--- src/rtl/mips_cpu_muldiv_pkg.sv ---
// Shared MIPS core types for the iterative multiply/divide unit.
// The CPU decode maps F_MULT/F_MULTU/F_DIV/F_DIVU onto muldiv_op_t.
package mips_cpu_pkg;

    typedef enum logic [1:0] {
        MD_MULT  = 2'd0,
        MD_MULTU = 2'd1,
        MD_DIV   = 2'd2,
        MD_DIVU  = 2'd3
    } muldiv_op_t;

    typedef enum logic [1:0] {
        IDLE,
        RUN,
        FIX,
        DONE
    } muldiv_state_t;

    function automatic logic md_is_div(muldiv_op_t op);
        return (op == MD_DIV) || (op == MD_DIVU);
    endfunction

    function automatic logic md_is_signed(muldiv_op_t op);
        return (op == MD_MULT) || (op == MD_DIV);
    endfunction

endpackage

--- src/rtl/mips_cpu_muldiv_if.sv ---
// Issue/result bus between the CPU HI/LO path (master) and the muldiv unit (slave).
interface mips_cpu_muldiv_if #(
    parameter int WIDTH = 32
);
    import mips_cpu_pkg::*;

    logic             start;
    muldiv_op_t       op;
    logic [WIDTH-1:0] operand_a;
    logic [WIDTH-1:0] operand_b;
    logic             busy;
    logic             done;
    logic [WIDTH-1:0] hi;
    logic [WIDTH-1:0] lo;

    modport master (
        output start, op, operand_a, operand_b,
        input  busy, done, hi, lo
    );

    modport slave (
        input  start, op, operand_a, operand_b,
        output busy, done, hi, lo
    );

endinterface

--- src/rtl/mips_cpu_muldiv.sv ---
// Radix-2 multiply (shift-add) / restoring divide unit with fixed latency,
// sharing one {acc_hi, acc_lo} accumulator and a WIDTH+1 bit adder/subtractor.
module mips_cpu_muldiv
    import mips_cpu_pkg::*;
#(
    parameter int WIDTH = 32
) (
    input  logic               clk,
    input  logic               reset,
    input  logic               clk_enable,
    mips_cpu_muldiv_if.slave   bus
);

    localparam int CW = $clog2(WIDTH);

    muldiv_state_t     state, state_next;
    logic [CW-1:0]     counter;
    logic              div_op, sign_q, sign_r, div_zero;
    logic [WIDTH-1:0]  acc_hi, acc_lo, b_reg;
    logic [WIDTH-1:0]  hi_q, lo_q;
    logic              busy_q, done_q;

    logic              accept, signed_op;
    logic [WIDTH-1:0]  a_abs, b_abs;
    logic [WIDTH:0]    mul_sum, div_shift, div_sub;
    logic              div_ge;

    // busy_q also covers the done cycle, so a start there is ignored too.
    assign accept    = (state == IDLE) && bus.start && !busy_q;
    assign signed_op = md_is_signed(bus.op);

    // NOTE: every always_comb output gets a default first so no latch is inferred.
    always_comb begin
        state_next = state;
        unique case (state)
            IDLE: if (accept) state_next = RUN;
            RUN:  if (counter == CW'(WIDTH - 1)) state_next = FIX;
            FIX:  state_next = DONE;
            DONE: state_next = IDLE;
        endcase
    end

    always_comb begin
        a_abs = (signed_op && bus.operand_a[WIDTH-1]) ? -bus.operand_a : bus.operand_a;
        b_abs = (signed_op && bus.operand_b[WIDTH-1]) ? -bus.operand_b : bus.operand_b;

        mul_sum   = {1'b0, acc_hi} + (acc_lo[0] ? {1'b0, b_reg} : '0);

        // rem < divisor, so the shifted value minus the divisor always fits in
        // WIDTH+1 bits and the MSB acts as the borrow.
        div_shift = {acc_hi, acc_lo[WIDTH-1]};
        div_sub   = div_shift - {1'b0, b_reg};
        div_ge    = !div_sub[WIDTH];
    end

    // NOTE: sequential state uses non-blocking assignments so every register
    // samples pre-edge values regardless of statement order.
    always_ff @(posedge clk) begin
        if (reset) begin
            state    <= IDLE;
            counter  <= '0;
            div_op   <= 1'b0;
            sign_q   <= 1'b0;
            sign_r   <= 1'b0;
            div_zero <= 1'b0;
            acc_hi   <= '0;
            acc_lo   <= '0;
            b_reg    <= '0;
            hi_q     <= '0;
            lo_q     <= '0;
            busy_q   <= 1'b0;
            done_q   <= 1'b0;
        end else if (clk_enable) begin
            state  <= state_next;
            // Status outputs are registered off the state, never off start.
            busy_q <= accept || (state != IDLE);
            done_q <= (state == DONE);

            unique case (state)
                IDLE: if (accept) begin
                    div_op   <= md_is_div(bus.op);
                    sign_q   <= signed_op && (bus.operand_a[WIDTH-1] ^ bus.operand_b[WIDTH-1]);
                    sign_r   <= signed_op && bus.operand_a[WIDTH-1];
                    div_zero <= md_is_div(bus.op) && (bus.operand_b == '0);
                    counter  <= '0;
                    acc_hi   <= '0;
                    if (md_is_div(bus.op)) begin
                        acc_lo <= a_abs;
                        b_reg  <= b_abs;
                    end else begin
                        acc_lo <= b_abs;
                        b_reg  <= a_abs;
                    end
                end
                RUN: begin
                    counter <= counter + 1'b1;
                    if (div_op) begin
                        acc_hi <= div_ge ? div_sub[WIDTH-1:0] : div_shift[WIDTH-1:0];
                        acc_lo <= {acc_lo[WIDTH-2:0], div_ge};
                    end else begin
                        acc_hi <= mul_sum[WIDTH:1];
                        acc_lo <= {mul_sum[0], acc_lo[WIDTH-1:1]};
                    end
                end
                FIX: begin
                    if (div_op) begin
                        // Divide by zero leaves |a| in the remainder; the dividend
                        // sign fix turns that back into the raw operand_a.
                        lo_q <= div_zero ? '1 : (sign_q ? -acc_lo : acc_lo);
                        hi_q <= sign_r ? -acc_hi : acc_hi;
                    end else begin
                        {hi_q, lo_q} <= sign_q ? -{acc_hi, acc_lo} : {acc_hi, acc_lo};
                    end
                end
                DONE: ;
            endcase
        end
    end

    assign bus.busy = busy_q;
    assign bus.done = done_q;
    assign bus.hi   = hi_q;
    assign bus.lo   = lo_q;

endmodule

--- src/flat_wrapper.sv ---
// flat-port wrapper written by rule: the top's interface ports become plain ports
module mips_cpu_muldiv_flat import mips_cpu_pkg::*;
#(
    parameter int WIDTH = 32
)
  (clk, reset, clk_enable, bus_start, bus_op, bus_operand_a, bus_operand_b, bus_busy, bus_done, bus_hi, bus_lo);
  mips_cpu_muldiv_if #(.WIDTH(WIDTH)) bus_i ();
  input  logic clk;
  input  logic reset;
  input  logic clk_enable;
  input wire logic [$bits(bus_i.start)-1:0] bus_start;
  input wire logic [$bits(bus_i.op)-1:0] bus_op;
  input wire logic [$bits(bus_i.operand_a)-1:0] bus_operand_a;
  input wire logic [$bits(bus_i.operand_b)-1:0] bus_operand_b;
  output wire logic [$bits(bus_i.busy)-1:0] bus_busy;
  output wire logic [$bits(bus_i.done)-1:0] bus_done;
  output wire logic [$bits(bus_i.hi)-1:0] bus_hi;
  output wire logic [$bits(bus_i.lo)-1:0] bus_lo;
  assign bus_i.start = bus_start;
  assign bus_i.op = bus_op;
  assign bus_i.operand_a = bus_operand_a;
  assign bus_i.operand_b = bus_operand_b;
  assign bus_busy = bus_i.busy;
  assign bus_done = bus_i.done;
  assign bus_hi = bus_i.hi;
  assign bus_lo = bus_i.lo;
  mips_cpu_muldiv #(.WIDTH(WIDTH)) u_core (.clk(clk), .reset(reset), .clk_enable(clk_enable), .bus(bus_i));
endmodule
--- config.mk ---
export PLATFORM = sky130hd
export DESIGN_NAME = mips_cpu_muldiv_flat
export DESIGN_NICKNAME = d
export VERILOG_FILES = /design/src/rtl/mips_cpu_muldiv_pkg.sv /design/src/rtl/mips_cpu_muldiv_if.sv /design/src/rtl/mips_cpu_muldiv.sv /design/src/flat_wrapper.sv
export SDC_FILE = /design/constraint.sdc
export NUM_CORES = 1
export LEC_CHECK = 0
export CAP_MARGIN = 10
export CORE_UTILIZATION = 62
export CTS_CLUSTER_SIZE = 20
export DETAILED_ROUTE_END_ITERATION = 6
export PLACE_DENSITY = 0.86
export SLEW_MARGIN = 20
export SYNTH_ARGS = -nofsm -noshare
export SYNTH_HDL_FRONTEND = slang
export SYNTH_SLANG_ARGS = --single-unit
--- constraint.sdc ---
create_clock -name clk -period 8.7 [get_ports clk]
set_input_delay 0.87 -clock clk [delete_from_list [all_inputs] [get_ports clk]]
set_output_delay 0.87 -clock clk [all_outputs]
set_load 0.05 [all_outputs]
==> metrics.md <==
| Metric | Value |
|---|---|
| Ys Warns | 0 |
| Drc violations | 16 |
| Reg power frac | 0.366 |
| Critical Path Source Type | flip-flop |
| # setup viols final | 0 |
| Status | finished, violations left |
| Full die area | ~23,000 um^2 |
| Hold WC Path Type | flip-flop to flip-flop |
| Post-CTS setup buffer count | 0 |
| Total negative slack | 0 ns |
| Clock Sinks | 173 |
| Mapped Area | 14,000 um^2 |
| GPL Wtd Cong | between 1 and 1.5 |
| GRT overflow | 0 |
| Power density over cell area | 151 nW/um^2 |
| Number of diodes | 0 |
| Global route hottest layer | met2 |
| Antenna Violating Nets Remaining | 0 |
| Synth Net Count | around 2,000 |
| Syn avg cell area | 7.47 um^2 |
| CTS buffer count | 17 |
| CTS tree | done |
| Final Cycle Share | 0.494 |
| Post-synthesis cell count | 1,881 |
| CP Class | flip-flop to flip-flop |
| CP Data Arrival Time | 4.64 ns |
| Skew final | 0.0135 ns |
| Area Overhead vs Synth | 14.2% |
| WP data required | 9.04 ns |
| Drt initial violations | 1,516 |
| Internal power | 0.00151 W |
| Violated checks | design-rule violations |
| Slew @ Worst Pin | between 1 and 1.5 ns |
| Max Slew Vio Count | 0 |
| Root buffer cell | clkbuf_16 |
| Gr usage total | 0.377 |
| Post-CTS sizing | 0 |
| Async SR Flop Fraction | 0 |
| First drt pass iteration count | 7 |
| CP Max Fanout | 43 |
| Slew headroom | 0.233 |
| CORE AREA | 22,000 um^2 |
| Met1 Usage GRT | 0.510 |
| Seq cells post-synth | around 170 |
| Global Route met2 Usage | 0.601 |
| First-pass GRT wire length | 70.7 mm |
| Most used DFF post-synth | dfxtp_1 |
| Clock share of power | 0.334 |
| CTS clk-pin slew, worst paths | around 0.080 ns |
| I/O Buffers | 135 |
| Sw frac | 0.379 |
| Crit path time final | 4.30 ns |
| Via count | 14,566 |
| CTS Hold Bufs | 0 |
| Worst vdd ir | ~170 uV |
| Die X-Extent | 153 um |
| Seq/Total Area, Yosys | 0.247 |
| Max cap viols | 0 |
| Die Span Y | roughly 150 um |
| Comb pwr share | 0.300 |
| Top-Level Pins | 136 |
| Clk_lat worst skew | 0.45 ns |
| Initial antenna violation count | 0 |
| Fin. Hold Viols | 0 |
| Largest net degree at the start of global routing | 81 |
| Nets | 2,078 |
| Wire length per cell | around 20 um |
| Total Routed Length | roughly 45 mm |
| Synth cell types | 77 |
| Vias in the first global route | 13,448 |
| CTS HTree Levels | 4 |
| Net Sw Power | slightly above 0.0009 W |
| Max Freq | 232 MHz |
| LEAKAGE | 6.14 nW |
| Total power | 0.00243 W |
| HPWL after DPL | 32.4 mm |
| WHS | between 0.4 and 0.5 ns |
| Critical Path End Type | flip-flop |
| RSZ-0062 raised after global routing | false |
| Starting Density | 0.638 |
| Global Route met3 Usage | 0.0614 |
| Site Rows | 54 |
| Share of post-route cells with drive strength above 1 | 0.0514 |
| Clk buf depth | 2 |
| Via-per-instance ratio | 6.55 |
| EDFF count, synth | 0 |
[cell type report]
cell class	instances	area, um^2
clock buffers	17	425
clock inverters	15	209
flip-flops and latches	173	3470
repair buffers	149	1450
well taps	280	350
inverters	65	244
fillers	1774	5990
multi-input cells	1525	9900
[critical path, cell delays in order (launching register included)]
cell,delay [ns]
dfxtp_1,0.45
inv_1,0.14
ha_1,0.24
fa_1,0.42
nand2b_1,0.21
a21oi_1,0.30
o21ai_1,0.19
a21boi_1,0.37
a311o_1,0.32
a31oi_2,0.22
xnor2_4,0.17
buf_4,0.54
mux2i_1,0.27
nor2_1,0.06
a221o_1,0.29
[cells by family after synthesis]
| kind of cell | Yosys count | synth area share |
|---|---|---|
| adder cells (fa/ha/maj) | 77 | 0.0697 |
| buffers and inverters | 183 | 0.0510 |
| AO/OA/AOI/OAI | 587 | 0.271 |
| multiplexers | 68 | 0.0508 |
| AND/OR/NAND/NOR | 626 | 0.206 |
| XOR/XNOR | 167 | 0.105 |
| flip-flops | 173 | 0.247 |
[synthesized netlist by cell type (all sizes together), types with 29 or more instances]
cell	instances	share of area
nand2	172	0.046
mux2i	42	0.030
o31ai	29	0.016
xnor2	78	0.049
nand2b	29	0.013
nor2	225	0.060
xor2	89	0.055
ha	75	0.067
clkbuf	101	0.027
a21oi	156	0.056
dfxtp	173	0.25
nand3	34	0.012
inv	64	0.017
nor3	54	0.020
o21ai	127	0.045
a211oi	105	0.056
[worst paths after layout]
kind | cells after the start | end | slack, ns | startpoint
hold / removal | 2 | u_core.bus.hi[28] | 0.45 | u_core.bus.hi[28]
setup / recovery | 14 | u_core.acc_hi[26] | 4.40 | u_core.acc_lo[31]
hold reg to reg | 2 | u_core.bus.hi[28] | 0.45 | u_core.bus.hi[28]
setup reg to reg | 14 | u_core.acc_hi[26] | 4.40 | u_core.acc_lo[31]
[cells in the final DEF (no fill, tap or decap), types with 28 or more instances in the layout]
cell type / netlist / final
ha_1: 75 / 74
a21oi_1: 156 / 155
mux2i_1: 42 / 42
xnor2_1: 77 / 77
nand3_1: 34 / 33
o21ai_0: 122 / 122
clkdlybuf4s50_1: 0 / 133
inv_1: 64 / 64
o31ai_1: 28 / 28
xor2_1: 89 / 89
nand2b_1: 29 / 29
nand2_1: 172 / 172
dfxtp_1: 173 / 171
a211oi_1: 105 / 105
nor2_1: 224 / 223
nor3_1: 52 / 52
[metal layers]
layer / up-vias / share of wire
met4: 0 / 0.033
li1: 6923 / -
met3: 116 / 0.090
met1: 6800 / 0.43
met2: 727 / 0.45
met5: - / 0
[through the flow]
| stage | utilization | worst slack (ns) | cell area, um^2 | instances |
|---|---|---|---|---|
| 3_3_place_gp | 0.699 | 4.62 | 15400 | 2192 |
| 4_1_cts | 0.728 | 4.50 | 16000 | 2224 |
| 3_5_place_dp | 0.699 | 4.53 | 15400 | 2192 |
| 6_report | 0.728 | 4.40 | 16000 | 2224 |
| 2_1_floorplan | - | 5.33 | 14000 | 1881 |
| 5_1_grt | 0.728 | 4.13 | 16000 | 2224 |
[power by group through the flow]
stage | combinational (W) | sequential [W] | clock, W
2_1_floorplan | 0.000496 | 0.000900 | 0
3_3_place_gp | 0.000691 | 0.000900 | 0
3_5_place_dp | 0.000703 | 0.000903 | 0
4_1_cts | 0.000712 | 0.000885 | 0.000810
5_1_grt | 0.000781 | 0.000893 | 0.000846
6_report | 0.000728 | 0.000889 | 0.000809
(Power assumes the default switching activity.)
